File: src/rtl/bcd_convert_seq.sv
// bcd_convert_seq: sequential binary-to-BCD converter (double-dabble).
// Converts one input bit per clock: IN_WIDTH shift cycles plus one DONE cycle.
// Optional leading-zero blanking output is enabled by the macro
// LEADING_ZERO_BLANK_EN; when undefined, blank_mask is tied to zero.
module bcd_convert_seq #(
  parameter int IN_WIDTH = 20,
  parameter int DIGITS   = 7
) (
  input  logic                  clk,
  input  logic                  reset,
  input  logic [IN_WIDTH-1:0]   bin_in,
  input  logic                  in_valid,
  output logic                  in_ready,
  output logic [4*DIGITS-1:0]   bcd_out,
  output logic                  out_valid,
  output logic                  overflow,
  output logic [DIGITS-1:0]     blank_mask
);

  localparam int CW = $clog2(IN_WIDTH + 1);

  typedef enum logic [1:0] {
    IDLE,
    SHIFT,
    DONE
  } state_t;

  state_t                r_state;
  logic [IN_WIDTH-1:0]   r_shift;
  logic [4*DIGITS-1:0]   r_work;
  logic                  r_work_ovf;
  logic [CW-1:0]         r_cnt;
  logic                  r_in_ready;
  logic [4*DIGITS-1:0]   r_bcd;
  logic                  r_out_valid;
  logic                  r_ovf;
  logic [4*DIGITS-1:0]   w_adj;

  // Add-3 correction on every work digit >= 5, using pre-shift digit values.
  always_comb begin
    w_adj = r_work;
    for (int unsigned i = 0; i < DIGITS; i++) begin
      if (r_work[4*i +: 4] >= 4'd5) begin
        w_adj[4*i +: 4] = r_work[4*i +: 4] + 4'd3;
      end
    end
  end

  // Control FSM, datapath registers and registered outputs.
  always_ff @(posedge clk) begin
    if (reset) begin
      r_state     <= IDLE;
      r_shift     <= '0;
      r_work      <= '0;
      r_work_ovf  <= 1'b0;
      r_cnt       <= '0;
      r_in_ready  <= 1'b1;
      r_bcd       <= '0;
      r_out_valid <= 1'b0;
      r_ovf       <= 1'b0;
    end else begin
      r_out_valid <= 1'b0;
      case (r_state)
        IDLE: begin
          if (in_valid) begin
            r_shift    <= bin_in;
            r_work     <= '0;
            r_work_ovf <= 1'b0;
            r_cnt      <= CW'(IN_WIDTH);
            r_in_ready <= 1'b0;
            r_state    <= SHIFT;
          end
        end
        SHIFT: begin
          r_work     <= {w_adj[4*DIGITS-2:0], r_shift[IN_WIDTH-1]};
          r_shift    <= r_shift << 1;
          r_work_ovf <= r_work_ovf | w_adj[4*DIGITS-1];
          r_cnt      <= r_cnt - CW'(1);
          if (r_cnt == CW'(1)) begin
            r_state <= DONE;
          end
        end
        DONE: begin
          r_bcd       <= r_work;
          r_ovf       <= r_work_ovf;
          r_out_valid <= 1'b1;
          r_in_ready  <= 1'b1;
          r_state     <= IDLE;
        end
        default: begin
          r_state    <= IDLE;
          r_in_ready <= 1'b1;
        end
      endcase
    end
  end

  assign in_ready  = r_in_ready;
  assign bcd_out   = r_bcd;
  assign out_valid = r_out_valid;
  assign overflow  = r_ovf;

`ifdef LEADING_ZERO_BLANK_EN
  logic [DIGITS-1:0] r_blank;
  logic [DIGITS-1:0] w_blank;
  logic              w_zero_above;

  // Blank digit i (i>0) when it and every higher digit are zero.
  always_comb begin
    w_blank      = '0;
    w_zero_above = 1'b1;
    for (int unsigned k = 1; k < DIGITS; k++) begin
      w_zero_above           = w_zero_above & (r_work[4*(DIGITS-k) +: 4] == 4'd0);
      w_blank[DIGITS-k]      = w_zero_above;
    end
  end

  // Blank mask is captured on the DONE edge together with bcd_out.
  always_ff @(posedge clk) begin
    if (reset) begin
      r_blank <= '0;
    end else if (r_state == DONE) begin
      r_blank <= w_blank;
    end
  end

  assign blank_mask = r_blank;
`else
  assign blank_mask = '0;
`endif

endmodule

File: config.mk
export PLATFORM = sky130hd
export DESIGN_NAME = bcd_convert_seq
export DESIGN_NICKNAME = d
export VERILOG_FILES = /design/src/rtl/bcd_convert_seq.sv
export SDC_FILE = /design/constraint.sdc
export NUM_CORES = 1
export LEC_CHECK = 0
export ABC_CLOCK_PERIOD_IN_PS = 4500
export BUFFER_PORTS_ARGS = -buffer_cell sky130_fd_sc_hd__clkbuf_2
export CAP_MARGIN = 5
export CELL_PAD_IN_SITES_DETAIL_PLACEMENT = 1
export CELL_PAD_IN_SITES_GLOBAL_PLACEMENT = 1
export CORE_ASPECT_RATIO = 0.75
export CORE_UTILIZATION = 46
export CTS_CLUSTER_SIZE = 8
export DETAILED_ROUTE_END_ITERATION = 8
export PLACE_DENSITY_LB_ADDON = 0.1
export SYNTH_ARGS = -nofsm -noshare
export SYNTH_HDL_FRONTEND = slang
export SYNTH_SLANG_ARGS = --single-unit
export TNS_END_PERCENT = 30
File: constraint.sdc
create_clock -name clk -period 4.5 [get_ports clk]
set_clock_uncertainty 0.05 [all_clocks]
set_input_delay 0.225 -clock clk [delete_from_list [all_inputs] [get_ports clk]]
set_output_delay 0.225 -clock clk [all_outputs]
set_load 0.02 [all_outputs]
==> results of run 1 <==
## Yosys cell counts, types with 8 or more instances
cell       count  area share [%]
dfxtp_1       87              43
o211ai_1      15             2.8
o2bb2ai_1     10             2.2
nand3_1       29             3.6
ha_1          16             4.9
a22o_1         8             1.7
buf_4          9             1.7
inv_1         34             3.1
o21ai_0       27             3.3
buf_2         10             1.2
a21oi_1       49             6.0
nor4b_1        8             1.7
clkbuf_1      16             1.5
o2111ai_1     14             3.0
nor2b_1        8             1.2
nor2_1        15             1.4
nand2_1       70             6.5
## cells by family (layout without fill, tap and decap cells)
kind of cell / count (synthesis) / in the layout / share of synthesized area, %
buffers and inverters: 72 / 109 / 8.01
AOI/OAI and AO/OA: 154 / 154 / 24.9
adders and majority gates: 16 / 16 / 4.93
other: 1 / 7 / 0.0924
DFF: 87 / 87 / 42.9
muxes: 1 / 1 / 0.247
and+or+nand+nor: 148 / 148 / 17.7
xor gates and xnor gates: 6 / 6 / 1.29
## registers in the layout, indices dropped and copies added (netlist names)
signal	cells
bcd_out	28
r_work	28
r_shift	20
r_cnt	5
r_state	2
in_ready	1
out_valid	1
overflow	1
r_work_ovf	1
## metal layers
layer | vias up | GRT usage, %
met5 | - | 0
met4 | 0 | 6.06
met3 | 4 | 5.04
met2 | 59 | 37.2
met1 | 1719 | 32.5
li1 | 1768 | -
## cell type report
class / count / area [um2]
Clock buffer: 13 / 270
Clock inverter: 3 / 40.0
Tap cell: 108 / 135
Sequential cell: 87 / 1740
Multi-Input combinational cell: 332 / 2030
Inverter: 35 / 131
Timing Repair Buffer: 58 / 303
Fill cell: 1041 / 3880
## power groups by stage
stage / Combinational (W) / Sequential [W] / Clock (W)
floorplan: 0.000136 / 0.000835 / 0
CTS: 0.000170 / 0.000833 / 0.000790
detailed placement: 0.000167 / 0.000849 / 0
global route: 0.000189 / 0.000838 / 0.000819
finish: 0.000170 / 0.000833 / 0.000774
global placement: 0.000163 / 0.000848 / 0
## through the flow
stage / instance area, um2 / util [%]
3_3_place_gp: 4340 / 50.9
3_5_place_dp: 4340 / 50.9
6_report: 4650 / 54.5
2_1_floorplan: 4080 / -
4_1_cts: 4650 / 54.5
5_1_grt: 4650 / 54.5
## critical path: cells and delay by family, from the launching register on
kind / cells / cell delay [ns]
DFF: 1 / 0.95
and+or+nand+nor: 2 / 0.93
buffers and inverters: 1 / 0.37
AOI/OAI and AO/OA: 1 / 0.15
## final timing paths
check	start	end	slack, ns	depth (start not counted)
worst min register to register	bcd_out[8]	bcd_out[8]	0.40	2
worst max register to register	r_state[0]	r_work[6]	1.95	4
worst max-delay path	r_state[0]	r_work[6]	1.95	4
worst min-delay path	bin_in[5]	r_shift[5]	0.04	3
==> reports/metrics.yaml, run 1 <==
via_per_inst: 5.58
worstMarginPinSlew_ns: 1.07
combPwrFrac_pct: 9.6
final_nets: 562
antenna_found_initial: 0
drt_iter0_markers: 138
setup_ws_ns: 1.95
portBuffers: 53
syn_area_per_cell_um2: 8.37
crit_path_max_fanout: 26
cts_max_path_buffers: 2
worst_path_max_delay_cell: "dfxtp_1"
yosys_warnings: 0
cap_violations: 0
critPathKind: "reg -> reg"
drive_gt1_share_pct: 15.0
leakagePower_nw: 1.70
ys_seq_area_share_pct: 42.9
relSlewSlack_pct: 28.2
dr.pass1.iters: 4
irDropWorstVdd_mv: 0.300
numCtsBuffers: 9
worst_setup_path_end_kind: "register"
initial_core_util_pct: 47.6
dp_slack_ns: 1.87
sw_frac_of_total_pct: 24.7
dieArea_mm2: 0.00921
slowest_delay_ns: 0.95
synth_seq_cells: 87
top_layer: "met4"
fin_crit_ns: 2.55
gp_congestion: 0.810
intPower_w: 0.00134
dp_cells: 620
worstPathRequired_ns: 4.71
grt_max_degree: 37
netlist_area_mm2: 0.00406
yosysUniqueCellTypes: 46
dr_wl_met2_um: 4820
min_path_type: "in -> reg"
final_cell_mix: "dfxtp_1 (87), nand2_1 (70), clkbuf_2 (53)"
hold_ws_ns: 0.0444
hold_viol: 0
cts.clk_slew.worst_paths_ns: 0.06
ys.flop_type: "dfxtp_1"
vias: 3550
drv_slew: 0
cts_root_buffer: "clkbuf_16"
overflow: 0
post-route-drc-count: 0
grt_pass1_vias: 3558
p_seq_share_pct: 46.9
path_cells: "nor3b_4, buf_4, or2b_1, o211ai_1"
detailed_place_hpwl_um: 6840
num_rows: 29
synth_edf_count: 0
synthArstFlopShare_pct: 0
die_h_um: 83.4
outcome: "complete, no violations"
pin_count: 61
clock_latency_ns: 0.34
layout_commonest_cell: "dfxtp_1"
m1WireLength_um: 5120
area_growth_pct: 14.5
diodes: 0
tritoncts: "built"
setup_tns_ns: 0
max_freq_mhz: 393
cts_resized: 0
p_per_area_mw_per_mm2: 382
final_cells: 636
ant_nets: 0
cts_hold_buffers: 0
power_frac_clock_pct: 43.5
arrival_ns: 2.76
htree_levels: 3
postCtsSetupBuffers: 0
wire_per_inst_um: 16.2
core-area_mm2: 0.00853
postRouteWirelength_um: 10300
clock-sinks: 87
cp-start-kind: "register"
post-route-period-util_pct: 56.6
grt_pass1_wl_um: 17600
setup_viol: 0
dr_wl_met3_um: 355
rsz0062_at_grt: "no"
dieWidth_um: 110
grt_usage_pct: 23.5
power.total_w: 0.00178
p_switching_w: 0.000438
netlist_instances: 485
Note: power is estimated with default switching activity, not from simulation.
==> inputs of run 2 (changes only) <==
ABC_AREA = 1   (was default)
ABC_CLOCK_PERIOD_IN_PS = 2700   (was 4500)
CORE_UTILIZATION = 41   (was 46)
clock period = 2.7 ns   (was 4.5 ns; I/O delays follow)
==> reports/metrics.yaml, run 2 <==
wire_per_inst_um: 14.4  # was 16.2 um
fin_crit_ns: 1.89  # was 2.55 ns
layout_commonest_cell: "nand2_1"  # was dfxtp_1
worstPathRequired_ns: 2.94  # was 4.71 ns
synth_edf_count: 0  # unchanged
num_rows: 30  # was 29
critPathKind: "reg -> reg"  # unchanged
synth.top_cells.by_count: "nand2_1 (142), dfxtp_1 (87), a21oi_1 (68), inv_1 (53), nor2_1 (49)"  # was dfxtp_1 (87), nand2_1 (70), a21oi_1 (49), inv_1 (34), nand3_1 (29)
synth.top_cell.area_share_pct: 43.2  # was 42.9%
yosysUniqueCellTypes: 23  # was 46
ys_seq_area_share_pct: 43.2  # was 42.9%
min-delay-start: "bin_in[17]"  # was bin_in[5]
reg2reg_depth: 8  # was 4
synth_area_leader_cell: "dfxtp_1"  # unchanged
htree_levels: 3  # unchanged
ant_nets: 0  # unchanged
setup_viol: 0  # unchanged
grt_pass1_vias: 3760  # was 3,558
syn_area_per_cell_um2: 7.12  # was 8.37 um2
dr.pass1.iters: 4  # unchanged
path_cells: "inv_2, nand2_4, nand2_2, inv_2, nand2_1, nand3_1, nand2_1, inv_1"  # was nor3b_4, buf_4, or2b_1, o211ai_1
tritoncts: "built"  # unchanged
dieWidth_um: 116  # was 110 um
post-route-drc-count: 0  # unchanged
crit_path_max_fanout: 42  # was 26
min_path_type: "in -> reg"  # unchanged
area_growth_pct: 13.5  # was 14.5%
worstMarginPinSlew_ns: 0.869  # was 1.07 ns
holdPathStages: 3  # unchanged
irDropWorstVdd_mv: 0.362  # was 0.300 mV
clock-sinks: 87  # unchanged
drt_iter0_markers: 166  # was 138
p_per_area_mw_per_mm2: 587  # was 382 mW/mm2
post-route-period-util_pct: 69.9  # was 56.6%
grt_pass1_wl_um: 18000  # was 17,600 um
max_freq_mhz: 530  # was 393 MHz
cts_root_buffer: "clkbuf_16"  # unchanged
cts_max_path_buffers: 2  # unchanged
drv_slew: 0  # unchanged
relSlewSlack_pct: 42.0  # was 28.2%
numCtsBuffers: 9  # unchanged
outcome: "complete, no violations"  # unchanged
initial_core_util_pct: 43.3  # was 47.6%
synth_area_leaders: "dfxtp_1 (43%), nand2_1 (13%), a21oi_1 (8.4%)"  # was dfxtp_1 (43%), nand2_1 (6.5%), a21oi_1 (6.0%)
yosysMostFrequentCell: "nand2_1"  # was dfxtp_1
n_fill_cell: 1256  # was 1,041
via_per_inst: 5.12  # was 5.58
rsz0062_at_grt: "no"  # unchanged
slowest_delay_ns: 0.64  # was 0.95 ns
worst_setup_path_end_kind: "register"  # unchanged
core-area_mm2: 0.00931  # was 0.00853 mm2
r2r-start: "r_state[1]"  # was r_state[0]
rr_endpoint: "r_shift[3]"  # was r_work[6]
grt_max_degree: 54  # was 37
cp-start-kind: "register"  # unchanged
cap_violations: 0  # unchanged
synth_seq_cells: 87  # unchanged
yosys_warnings: 0  # unchanged
final_cells: 738  # was 636
detailed_place_hpwl_um: 7200  # was 6840 um
final_nets: 647  # was 562
ff2ff_setup_slack_ns: 0.81  # was 1.95 ns
netlist_area_mm2: 0.00403  # was 0.00406 mm2
setup_tns_ns: 0  # unchanged
overflow: 0  # unchanged
hold_end: "r_shift[17]"  # was r_shift[5]
dieArea_mm2: 0.0102  # was 0.00921 mm2
ys.flop_type: "dfxtp_1"  # unchanged
hold_viol: 0  # unchanged
worst_path_max_delay_cell: "inv_2"  # was dfxtp_1
clock_latency_ns: 0.34  # about the same
synthArstFlopShare_pct: 0  # unchanged
leakagePower_nw: 2.04  # was 1.70 nW
drive_gt1_share_pct: 12.6  # was 15.0%
die_h_um: 87.8  # was 83.4 um
final_cell_mix: "nand2_1 (142), dfxtp_1 (87), a21oi_1 (68)"  # was dfxtp_1 (87), nand2_1 (70), clkbuf_2 (53)
netlist_instances: 566  # was 485
cts.clk_slew.worst_paths_ns: 0.06  # about the same
arrival_ns: 2.12  # was 2.76 ns
pin_count: 61  # unchanged
grt_usage_pct: 22.8  # was 23.5%
vias: 3779  # was 3,550
portBuffers: 53  # unchanged
antenna_found_initial: 0  # unchanged
gp_congestion: 0.823  # was 0.810
dp_cells: 724  # was 620
diodes: 0  # unchanged
postRouteWirelength_um: 10700  # was 10,300 um
cts_resized: 0  # unchanged
run 2: worst max-delay path by stage:
stage / start / endpoint / slack, ns / cells past startpoint
3_3_place_gp: r_state[1] / r_work[23] / 0.90 / 6
6_report: r_state[1] / r_shift[3] / 0.81 / 8
5_1_grt: r_state[1] / r_shift[18] / 0.58 / 8
3_5_place_dp: r_state[1] / r_shift[18] / 0.79 / 8
4_1_cts: r_state[1] / r_shift[3] / 0.76 / 8
2_1_floorplan: r_cnt[0] / r_cnt[2] / 1.47 / 6
run 2: where the power goes:
part	internal, W	switching, W	total [W]
clock	0.000630	0.000477	0.00111
sequential	0.00132	0.0000258	0.00135
combinational	0.0000673	0.000163	0.000230
total	0.00202	0.000666	0.00268
run 2: layer usage:
metal	wire length, um	share of wire, %	global-route usage, %	up-vias
li1	-	-	-	1910
met1	5020	47	28.1	1816
met2	5240	49	40.0	44
met3	301	2.8	5.47	9
met4	90	0.84	5.71	0
met5	0	0	0	-
run 2: cell families (layout without fill, tap and decap cells):
kind of cell               count (synthesis)  after routing  share of synthesized area (%)
AOI/OAI and AO/OA                        120            120                           15.6
adders and majority gates                 16             16                           4.97
buffers and inverters                     90            128                           10.1
other                                      1              7                         0.0931
DFF                                       87             87                           43.2
and+or+nand+nor                          252            252                           26.1
run 2: through the flow:
step                hold WS [ns]  instance area, um2  util [%]  setup slack, ns  total power (W)
floorplan                  0.233                4050         -             1.47          0.00155
global placement           0.336                4310      46.3            0.897          0.00159
detailed placement         0.344                4310      46.3            0.785          0.00160
CTS                      0.00359                4570      49.1            0.762          0.00271
global route             0.00378                4570      49.1            0.577          0.00280
finish                   0.00747                4570      49.1            0.813          0.00268
run 2: worst max-delay path, delay by kind of cell, from the launching register on:
family / cells / cell delay, ns
buf+inv: 3 / 0.76
simple gates: 5 / 0.64
flops: 1 / 0.38
run 2: area by class of cell:
class | instances | area, um2 | area share [%]
multi-input cells | 395 | 1900 | 41.6
flip-flops and latches | 87 | 1740 | 38.1
inverters | 58 | 218 | 4.76
repair buffers | 57 | 298 | 6.51
clock inverters | 2 | 10.0 | 0.219
well taps | 128 | 160 | 3.50
clock buffers | 11 | 243 | 5.31
run 2: timing repair:
| item | 4_1_cts | 5_1_grt |
|---|---|---|
| buffers inserted | 0 | 0 |
| hold buffers | 1 | 0 |
| endpoints found under the hold margin | 1 | 0 |
==> inputs of run 3 (changes only) <==
ABC_CLOCK_PERIOD_IN_PS = 1500   (was 2700)
CORE_UTILIZATION = 37   (was 41)
clock period = 1.5 ns   (was 2.7 ns; I/O delays follow)
==> reports/metrics.yaml, run 3 (synthesized netlist as in run 2, its figures left out) <==
outcome: "complete, no violations"  # unchanged
crit_path_max_fanout: 5  # was 42
dr.pass1.iters: 4  # unchanged
drive_gt1_share_pct: 17.7  # was 12.6%
antenna_found_initial: 0  # unchanged
pin_count: 61  # unchanged
setup_ws_ns: 0.130  # was 0.813 ns
hold_ws_ns: 0.00568  # was 0.00747 ns
setup_viol: 0  # unchanged
drt_iter0_markers: 233  # was 166
final_nets: 677  # was 647
portBuffers: 53  # unchanged
p_per_area_mw_per_mm2: 1020  # was 587 mW/mm2
critPathKind: "reg -> reg"  # unchanged
max_freq_mhz: 730  # was 530 MHz
utilization_pct: 47.5  # was 49.1%
irDropWorstVdd_mv: 0.555  # was 0.362 mV
arrival_ns: 1.59  # was 2.12 ns
detailed_place_hpwl_um: 7390  # was 7200 um
htree_levels: 3  # unchanged
vias: 3921  # was 3,779
leakagePower_nw: 2.24  # was 2.04 nW
worstPathRequired_ns: 1.72  # was 2.94 ns
drv_slew: 0  # unchanged
postRouteWirelength_um: 11200  # was 10,700 um
diodes: 0  # unchanged
tritoncts: "built"  # unchanged
fin_crit_ns: 1.37  # was 1.89 ns
core-area_mm2: 0.0105  # was 0.00931 mm2
cp-start-kind: "register"  # unchanged
dp_slack_ns: -0.0759  # was 0.785 ns
cts.clk_slew.worst_paths_ns: 0.06  # about the same
die_h_um: 92.4  # was 87.8 um
numCtsBuffers: 9  # unchanged
num_rows: 32  # was 30
post-route-period-util_pct: 91.3  # was 69.9%
dieWidth_um: 122  # was 116 um
initial_core_util_pct: 38.6  # was 43.3%
grt_pass1_wl_um: 18500  # was 18,000 um
grt_pass1_vias: 3788  # was 3,760
clock_latency_ns: 0.34  # about the same
wire_per_inst_um: 14.3  # was 14.4 um
ant_nets: 0  # unchanged
gp_congestion: 0.784  # was 0.823
n_fill_cell: 1332  # was 1,256
cts_max_path_buffers: 2  # unchanged
overflow: 0  # unchanged
post-route-drc-count: 0  # unchanged
hold_viol: 0  # unchanged
dieArea_mm2: 0.0113  # was 0.0102 mm2
cts_root_buffer: "clkbuf_16"  # unchanged
cap_violations: 0  # unchanged
grt_max_degree: 54  # unchanged
via_per_inst: 5.03  # was 5.12
layout_commonest_cell: "nand2_1"  # unchanged
worst_setup_path_end_kind: "register"  # unchanged
area_growth_pct: 23.1  # was 13.5%
grt_usage_pct: 21.0  # was 22.8%
clock-sinks: 87  # unchanged
min_path_type: "in -> reg"  # unchanged
final_cell_mix: "nand2_1 (141), dfxtp_1 (82), a21oi_1 (68)"  # was nand2_1 (142), dfxtp_1 (87), a21oi_1 (68)
[run 3: worst max-delay path: stages, from the launching register on]
cell	delay (ns)
dfxtp_2	0.37
inv_1	0.05
ha_1	0.23
or2_2	0.31
nand3_1	0.07
nand2_1	0.07
a21oi_1	0.15
[run 3: stage by stage]
stage / TNS, ns / cells / power (W) / area (um2)
after floorplan: 0 / 572 / 0.00279 / 4050
after global routing: -0.00922 / 779 / 0.00528 / 4960
after global placement: 0 / 745 / 0.00294 / 4460
after CTS: 0 / 776 / 0.00510 / 4890
after detailed placement: -0.236 / 745 / 0.00295 / 4460
final: 0 / 779 / 0.00504 / 4960
[run 3: per-layer routing]
metal | global-route usage, % | up-vias | share of wire, %
met5 | 0 | - | 0
met4 | 6.71 | 0 | 1.2
met3 | 4.43 | 8 | 2.9
met2 | 33.9 | 49 | 47
met1 | 27.7 | 1886 | 49
li1 | - | 1978 | -
[run 3: final timing paths]
kind	from	endpoint	slack, ns	cells past startpoint
min reg2reg	in_ready	in_ready	0.41	2
max	r_cnt[0]	r_cnt[2]	0.13	6
max reg2reg	r_cnt[0]	r_cnt[2]	0.13	6
min	bin_in[8]	r_shift[8]	0.006	5
[run 3: final cells by class]
cell class                 instances  area, um2  area share [%]
clock buffer                      12        256            5.17
clock inverter                     4       20.0           0.404
inverter                          58        223            4.49
multi-input combinational        395       1930            38.9
sequential                        87       1750            35.2
tap                              136        170            3.43
timing repair buffer              87        613            12.4
[run 3: report_power, final]
part           switching (W)  internal, W  total (W)  leakage, nW
clock               0.000892      0.00120    0.00209        0.142
sequential         0.0000411      0.00238    0.00242        0.708
combinational       0.000328     0.000203   0.000531         1.39
[run 3: what timing repair did]
item	4_1_cts	5_1_grt
gates resized for setup	1	19
setup endpoints to repair	21	16
endpoints found under the hold margin	15	0
gates cloned	0	1
buffers inserted	0	2
hold buffers	15	0
pin swaps	0	2
